**src/rtl/sort_pkg.sv**
```systemverilog
// Shared types and helpers for the in-place exchange sort controller.
package sort_pkg;

  localparam int MAX_DATA_W = 64;

  typedef enum logic [2:0] {
    IDLE, RD_A, RD_B, CMP, WR_I, WR_J, NEXT, DONE
  } state_t;

  // Operands arrive zero-extended to MAX_DATA_W so one function serves every DATA_W.
  function automatic logic out_of_order(input logic [MAX_DATA_W-1:0] a,
                                        input logic [MAX_DATA_W-1:0] b,
                                        input logic dir);
    return dir ? (a < b) : (a > b);
  endfunction

  function automatic bit params_legal(input int data_w, input int depth,
                                      input int addr_w, input int rd_lat,
                                      input int wr_cyc);
    return (data_w >= 1) && (data_w <= MAX_DATA_W) &&
           (depth >= 2) && (depth <= 256) && (addr_w >= $clog2(depth)) &&
           (rd_lat >= 1) && (wr_cyc >= 1);
  endfunction

endpackage

```
**src/rtl/sort_ctrl_param.sv**
```systemverilog
// Exchange-sort controller for a single-port RAM with registered read:
// compares mem[i] against every later entry and swaps out-of-order pairs.
module sort_ctrl_param
  import sort_pkg::*;
#(
  parameter int DATA_W = 8,
  parameter int DEPTH  = 8,
  parameter int ADDR_W = $clog2(DEPTH),
  parameter int RD_LAT = 2,
  parameter int WR_CYC = 2
) (
  input  logic                  clk,
  input  logic                  rst,
  input  logic                  start,
  input  logic                  descend,
  output logic [ADDR_W-1:0]     mem_addr,
  output logic                  mem_we,
  output logic [DATA_W-1:0]     mem_wdata,
  input  logic [DATA_W-1:0]     mem_rdata,
  output logic                  busy,
  output logic                  done,
  output logic [2*ADDR_W-1:0]   swap_count
);

  localparam int CNT_W = $clog2(((RD_LAT > WR_CYC) ? RD_LAT : WR_CYC) + 1);
  localparam logic [CNT_W-1:0]  RD_LAST = CNT_W'(RD_LAT);
  localparam logic [CNT_W-1:0]  WR_LAST = CNT_W'(WR_CYC - 1);
  localparam logic [ADDR_W-1:0] LAST_J  = ADDR_W'(DEPTH - 1);
  localparam logic [ADDR_W-1:0] LAST_I  = ADDR_W'(DEPTH - 2);

  if (!params_legal(DATA_W, DEPTH, ADDR_W, RD_LAT, WR_CYC)) begin : g_param_check
    $error("sort_ctrl_param: illegal parameter combination");
  end

  state_t              state, state_next;
  logic [ADDR_W-1:0]   i, j;
  logic [DATA_W-1:0]   a, b;
  logic [CNT_W-1:0]    cnt;
  logic                dir;
  logic                rd_last, wr_last, swap;

  assign rd_last = (cnt == RD_LAST);
  assign wr_last = (cnt == WR_LAST);
  assign swap    = out_of_order(MAX_DATA_W'(a), MAX_DATA_W'(b), dir);

  always_ff @(posedge clk or posedge rst) begin
    if (rst) state <= IDLE;
    else     state <= state_next;
  end

  always_comb begin
    state_next = state;
    case (state)
      IDLE:    if (start) state_next = RD_A;
      RD_A:    if (rd_last) state_next = RD_B;
      RD_B:    if (rd_last) state_next = CMP;
      CMP:     state_next = swap ? WR_I : NEXT;
      WR_I:    if (wr_last) state_next = WR_J;
      WR_J:    if (wr_last) state_next = NEXT;
      NEXT: begin
        if (j < LAST_J)      state_next = RD_B;
        else if (i < LAST_I) state_next = RD_A;
        else                 state_next = DONE;
      end
      DONE:    state_next = IDLE;
      default: state_next = IDLE;
    endcase
  end

  // cnt only advances while dwelling in a timed state; any transition restarts it.
  always_ff @(posedge clk or posedge rst) begin
    if (rst) begin
      i          <= '0;
      j          <= ADDR_W'(1);
      a          <= '0;
      b          <= '0;
      cnt        <= '0;
      dir        <= 1'b0;
      swap_count <= '0;
    end else begin
      cnt <= (state_next == state && state != IDLE) ? cnt + 1'b1 : '0;
      case (state)
        IDLE: if (start) begin
          dir        <= descend;
          i          <= '0;
          j          <= ADDR_W'(1);
          swap_count <= '0;
        end
        RD_A: if (rd_last) a <= mem_rdata;
        RD_B: if (rd_last) b <= mem_rdata;
        WR_J: if (wr_last) begin
          a          <= b;
          swap_count <= swap_count + 1'b1;
        end
        NEXT: begin
          if (j < LAST_J) begin
            j <= j + 1'b1;
          end else if (i < LAST_I) begin
            i <= i + 1'b1;
            j <= i + ADDR_W'(2);
          end
        end
        default: ;
      endcase
    end
  end

  always_comb begin
    mem_addr  = '0;
    mem_we    = 1'b0;
    mem_wdata = '0;
    busy      = 1'b1;
    done      = 1'b0;
    case (state)
      IDLE: busy = 1'b0;
      DONE: begin
        busy = 1'b0;
        done = 1'b1;
      end
      RD_A: mem_addr = i;
      RD_B: mem_addr = j;
      WR_I: begin
        mem_addr  = i;
        mem_we    = 1'b1;
        mem_wdata = b;
      end
      WR_J: begin
        mem_addr  = j;
        mem_we    = 1'b1;
        mem_wdata = a;
      end
      default: ;
    endcase
  end

endmodule

```
**config.mk**
```make
export PLATFORM = sky130hd
export DESIGN_NAME = sort_ctrl_param
export DESIGN_NICKNAME = d
export VERILOG_FILES = /design/src/rtl/sort_pkg.sv /design/src/rtl/sort_ctrl_param.sv
export SDC_FILE = /design/constraint.sdc
export NUM_CORES = 1
export LEC_CHECK = 0
export ABC_AREA = 0
export ABC_CLOCK_PERIOD_IN_PS = 3700
export BUFFER_PORTS_ARGS = -buffer_cell sky130_fd_sc_hd__buf_2
export CORE_MARGIN = 8
export CORE_UTILIZATION = 45
export DETAILED_ROUTE_END_ITERATION = 6
export PLACE_DENSITY = 0.66
export SLEW_MARGIN = 20
export SYNTH_ARGS = -nofsm -noshare
export SYNTH_HDL_FRONTEND = slang
export SYNTH_SLANG_ARGS = --single-unit
```
**constraint.sdc**
```tcl
create_clock -name clk -period 3.7 [get_ports clk]
set_input_delay 0.74 -clock clk [delete_from_list [all_inputs] [get_ports clk]]
set_output_delay 0.74 -clock clk [all_outputs]
set_load 0.05 [all_outputs]
```
# Yosys cells after proc, flatten, opt, wreduce, memory -nomap -nowiden
# Index checks and enable logic that the tools add are counted.
classes:
  n_addsub: 5
  n_lt_le_gt_ge: 4
  eq_ne: 16
  muxes: 30
  reduce_logical: 16
op_table:
  columns: ["operator", "count"]
  rows:
  - ["$mux W3", 13]
  - ["$pmux W8 S2", 2]
  - ["$pmux W3 S8", 1]
  - ["$pmux W3 S2", 3]
  - ["$mux W8", 2]
  - ["$eq A3 B3 Y1 const B", 4]
  - ["$mux W6", 2]
  - ["$pmux W6 S2", 1]
  - ["$ne A2 B2 Y1 const B", 5]
  - ["$reduce_and A3 Y1", 3]
  - ["$gt A8 B8 Y1", 1]
  - ["$lt A8 B8 Y1", 1]
  - ["$reduce_or A2 Y1", 4]
  - ["$add A3 B1 Y3 const B", 2]
  - ["$add A6 B1 Y6 const B", 1]
  - ["$eq A3 B2 Y1 const B", 2]
  - ["$lt A3 B3 Y1 const B", 2]
  - ["$reduce_bool A2 Y1", 3]
  - ["$mux W1", 4]
  - ["$mux W2", 2]
  - ["$reduce_and A2 Y1", 2]
  - ["$reduce_and A4 Y1", 1]
  - ["$add A3 B2 Y3 const B", 1]
  - ["$eq A3 B1 Y1 const B", 1]
  - ["other kinds (8)", 8]
word_totals:
  register_bits: 34
  in_bits: 12
  out_inout_bits: 20
  elab_cells: 79

# Logic depth before layout (Yosys ltp)
logic_depth:
  depth_word: 7
  depth_mapped: 8
  depth_no_buf: 7

# Worst setup path after synthesis
# No wires, ideal clock.
synth_timing:
  path_kind: "flip-flop to output port"
  startpoint: "register state[1]"
  endpoint: "output port mem_addr[0]"
  arrival_ns: 1.834
  t_required_ns: 2.960
  path_slack_ns: 1.126
  stages_incl_launch_ff: 8
  n_path_buf: 2
  cell_sequence: "dfrtp_1 > buf_6 > nand2b_1 > buf_2 > inv_2 > nand2_2 > o21ai_1 > a22o_1"
synth_via:
  elab_chain_len: 3
  elab_cells_between_ends: 7
  classes_between: "eq/ne (4); mux (1); reduce/logical (2)"
synth_lines:
  columns: ["element", "line_no", "source"]
  rows:
  - ["start, declared", "sort_ctrl_param.sv:35", "state_t state, state_next;"]
  - ["start signal, assigned", "sort_ctrl_param.sv:48", "else state <= state_next;"]
  - ["$eq A3 B3 Y1, or another cell as far along", "sort_ctrl_param.sv:114", "case (state)"]
  - ["$reduce_or A2 Y1 (no line)", null, null]
  - ["$pmux W3 S2 (*)", "sort_ctrl_param.sv:114", null]
  - ["end, declared", "sort_ctrl_param.sv:16", "output logic [ADDR_W-1:0] mem_addr,"]
# Every way passes the cells marked *; elsewhere a longest branch is shown, timed or not.

# Worst setup path after layout
layout_timing:
  startpoint: "register state[2]"
  endpoint: "output port mem_addr[1]"
# Same word-level chain as after synthesis.

==> flow_metrics.py <==
metrics = {
    "routing": {
        "wl_per_cell_um": 15.0,
        "via_per_inst": 5.46,
        "drtIter0Drc": 84,
        "vias": 1675,
        "ant_nets": 0,
        "wirelength_um": 4600,
        "first_pass_iters": 4,
        "remaining_drc_errors": 0,
    },
    "synthesis": {
        "synth_edf_count": 0,
        "synth_top_cell_by_area": "dfrtp_1",
        "synth_top_area_share": 0.397,
        "synth-main-ff-cell": "dfrtp_1",
        "synth.avg_cell_area_um2": 9.29,
        "yosys_warnings": 0,
        "yosysSeqAreaShare": 0.410,
        "syn_area_um2": 2080,
        "synth-seq-cells": 34,
        "yosys-top-cells-area": "dfrtp_1 (40%), ha_1 (8.4%), mux2i_1 (8.2%)",
        "syn_nets": 250,
        "synth.distinct_cells": 42,
        "syn_inst": 224,
        "synth-async-reset-ratio": 1.00,
    },
    "floorplanning": {
        "fp.dieH_um": 84,
        "dieArea_um2": 7060,
        "ios": 32,
        "die_w_um": 84,
        "row_count": 24,
        "initial_core_util": 0.471,
        "coreArea_um2": 4410,
    },
    "setup_path": {
        "cp_data_required_time_ns": 2.96,
        "reg2reg_depth": 5,
        "end_kind": "output pin",
        "startpoint_type": "flip-flop",
        "critPathArrivalTime_ns": 2.39,
        "critPathMaxFanout": 18,
        "critPathKind": "flip-flop to output pin",
        "crit-reg2reg-launch": "state[2]",
        "r2r_slack_ns": 1.59,
        "r2r-end": "a[0]",
    },
    "global_routing": {
        "grt_max_degree": 21,
        "grt_usage": 0.140,
        "antenna_found_initial": 0,
        "grt_pass1_wl_um": 8070,
        "grt_pass1_vias": 1773,
        "grt_overflow": 0,
    },
    "timing": {
        "hold_viol": 0,
        "setup_tns_ns": 0,
        "max_freq_mhz": 320,
        "finalClockSkew_ns": 0.00581,
        "whs_ns": 0.459,
        "slew_headroom": 0.301,
        "finalSetupViolations": 0,
        "drv_slew": 0,
        "fin_crit_sh": 0.846,
        "worst_slew_pin_slew_ns": 1.04,
        "rsz0062_at_grt": "no",
        "min_period_ns": 3.13,
    },
    "power_and_ir_drop": {
        "swShare": 0.454,
        "finalPower_uw": 1990,
        "p_comb_frac": 0.495,
        "p_int_uw": 1090,
        "p_sw_uw": 906,
        "power.leakage_uw": 0.00121,
        "power.density_nw_per_um2": 839,
        "seq_power_share": 0.330,
        "power.share.clock": 0.175,
        "ir_worst_vdd_v": 0.000484,
    },
    "clock_network": {
        "cts.clk_slew.worst_paths_ns": 0.07,
        "worstSkewPairLatency_ns": 0.29,
        "htree_levels": 2,
        "clockRootBuffer": "clkbuf_8",
        "cts_hold_buf": 0,
        "clk_path_buf_depth": 2,
        "cts_made_buffers": 5,
        "cts.sinks": 34,
        "cts_tree": "built",
        "ctsResizeCount": 0,
        "post_cts_buffers": 0,
    },
    "hold_path": {
        "holdPathEnd": "cnt[0]",
        "hold_path_depth": 1,
        "hp-class": "flip-flop to flip-flop",
        "worstHoldStart": "cnt[0]",
    },
    "cells_and_area": {
        "antennaDiodeCount": 0,
        "drive_above_1_share": 0.200,
        "nNetsFinal": 281,
        "syn_to_final_growth_pct": 14.2,
    },
    "place": {
        "port-buffer-count": 31,
        "gp_congestion": 0.795,
        "hpwl_um": 3400,
    },
    "run_status": {
        "outcome": "finished, final reports clean",
    },
    "job": {
        "cap_violations": 0,
    },
}
-- how the worst max path moves through the flow --
stage | startpoint | end | slack (ns) | cells after the start
after floorplan | state[1] | mem_addr[0] | 1.13 | 7
after global placement | state[2] | mem_addr[1] | 0.93 | 6
after detailed placement | state[2] | mem_addr[1] | 0.90 | 6
after CTS | state[2] | mem_addr[1] | 0.57 | 6
after global routing | state[2] | mem_addr[0] | 0.42 | 6
final | state[2] | mem_addr[1] | 0.57 | 6
-- per-layer routing --
layer | vias to the layer above | GRT usage | wire [um]
met5 | - | 0 | 0
met2 | 34 | 0.236 | 2260
li1 | 838 | - | -
met3 | 7 | 0.0488 | 237
met1 | 796 | 0.153 | 2030
met4 | 0 | 0.0628 | 78
-- metrics by stage --
| step | cells | setup WS, ns | area [um2] | util |
|---|---|---|---|---|
| finish | 307 | 0.570 | 2380 | 0.538 |
| global route | 307 | 0.424 | 2380 | 0.538 |
| CTS | 307 | 0.569 | 2380 | 0.538 |
| detailed placement | 300 | 0.902 | 2260 | 0.513 |
| global placement | 300 | 0.931 | 2260 | 0.513 |
| floorplan | 224 | 1.13 | 2080 | - |
-- cell usage after synthesis, types with 2 or more instances --
master	instances
o21ai_1	5
nand2_1	18
buf_2	3
nor2b_1	3
nand2b_1	4
mux2_2	3
nand3_1	2
a21oi_1	15
inv_1	12
nor2_1	36
a21o_1	2
a22o_1	4
nand4_1	3
xor2_1	4
buf_4	3
mux2i_1	17
clkbuf_1	3
ha_1	14
nor3b_2	2
dfrtp_1	33
nor3_1	2
o21ai_0	16
-- final cells by class --
class	instances	area (um2)
well taps	52	65.1
multi-input cells	167	1120
clock inverters	1	30.0
flip-flops and latches	34	852
inverters	13	48.8
repair buffers	34	178
clock buffers	6	82.6
fillers	426	2040
-- power groups by stage --
stage               logic [uW]  registers, uW  clock network (uW)
floorplan                  829            623                   0
global placement           976            659                   0
detailed placement         997            664                   0
CTS                       1000            657                 363
global route              1120            681                 375
finish                     987            659                 349
-- critical path, cell delays in order, from the launching register on --
cell and delay, ns:
dfrtp_1 0.71, nand2b_1 0.36, inv_2 0.13, nand2_2 0.21, o21ai_1 0.25, a22o_1 0.17
buf_2 0.26
-- cell usage in the layout, fill, tap and decap left out, types with 5 or more instances in the layout --
master	netlist	layout
mux2i_1	17	17
o21ai_1	5	5
nand2_1	18	18
clkbuf_8	0	6
dfrtp_1	33	33
nor2_1	36	36
inv_1	12	12
ha_1	14	14
a21oi_1	15	15
buf_2	3	31
o21ai_0	16	16
-- cells by family (layout without fill, tap and decap cells) --
kind of cell | after synthesis | after routing | synth area share
xor+xnor | 5 | 5 | 0.0210
simple gates | 77 | 77 | 0.188
flops | 34 | 34 | 0.410
mux | 20 | 20 | 0.0980
buf+inv | 23 | 54 | 0.0523
fa+ha+maj | 14 | 14 | 0.0842
compound gates | 51 | 51 | 0.147
-- registers in the layout, summed over array words and instances (netlist names) --
name and count:
b 8, j 3, swap_count 6, state 3
i 3, cnt 2, dir 1, a 8
(Power assumes the default switching activity.)
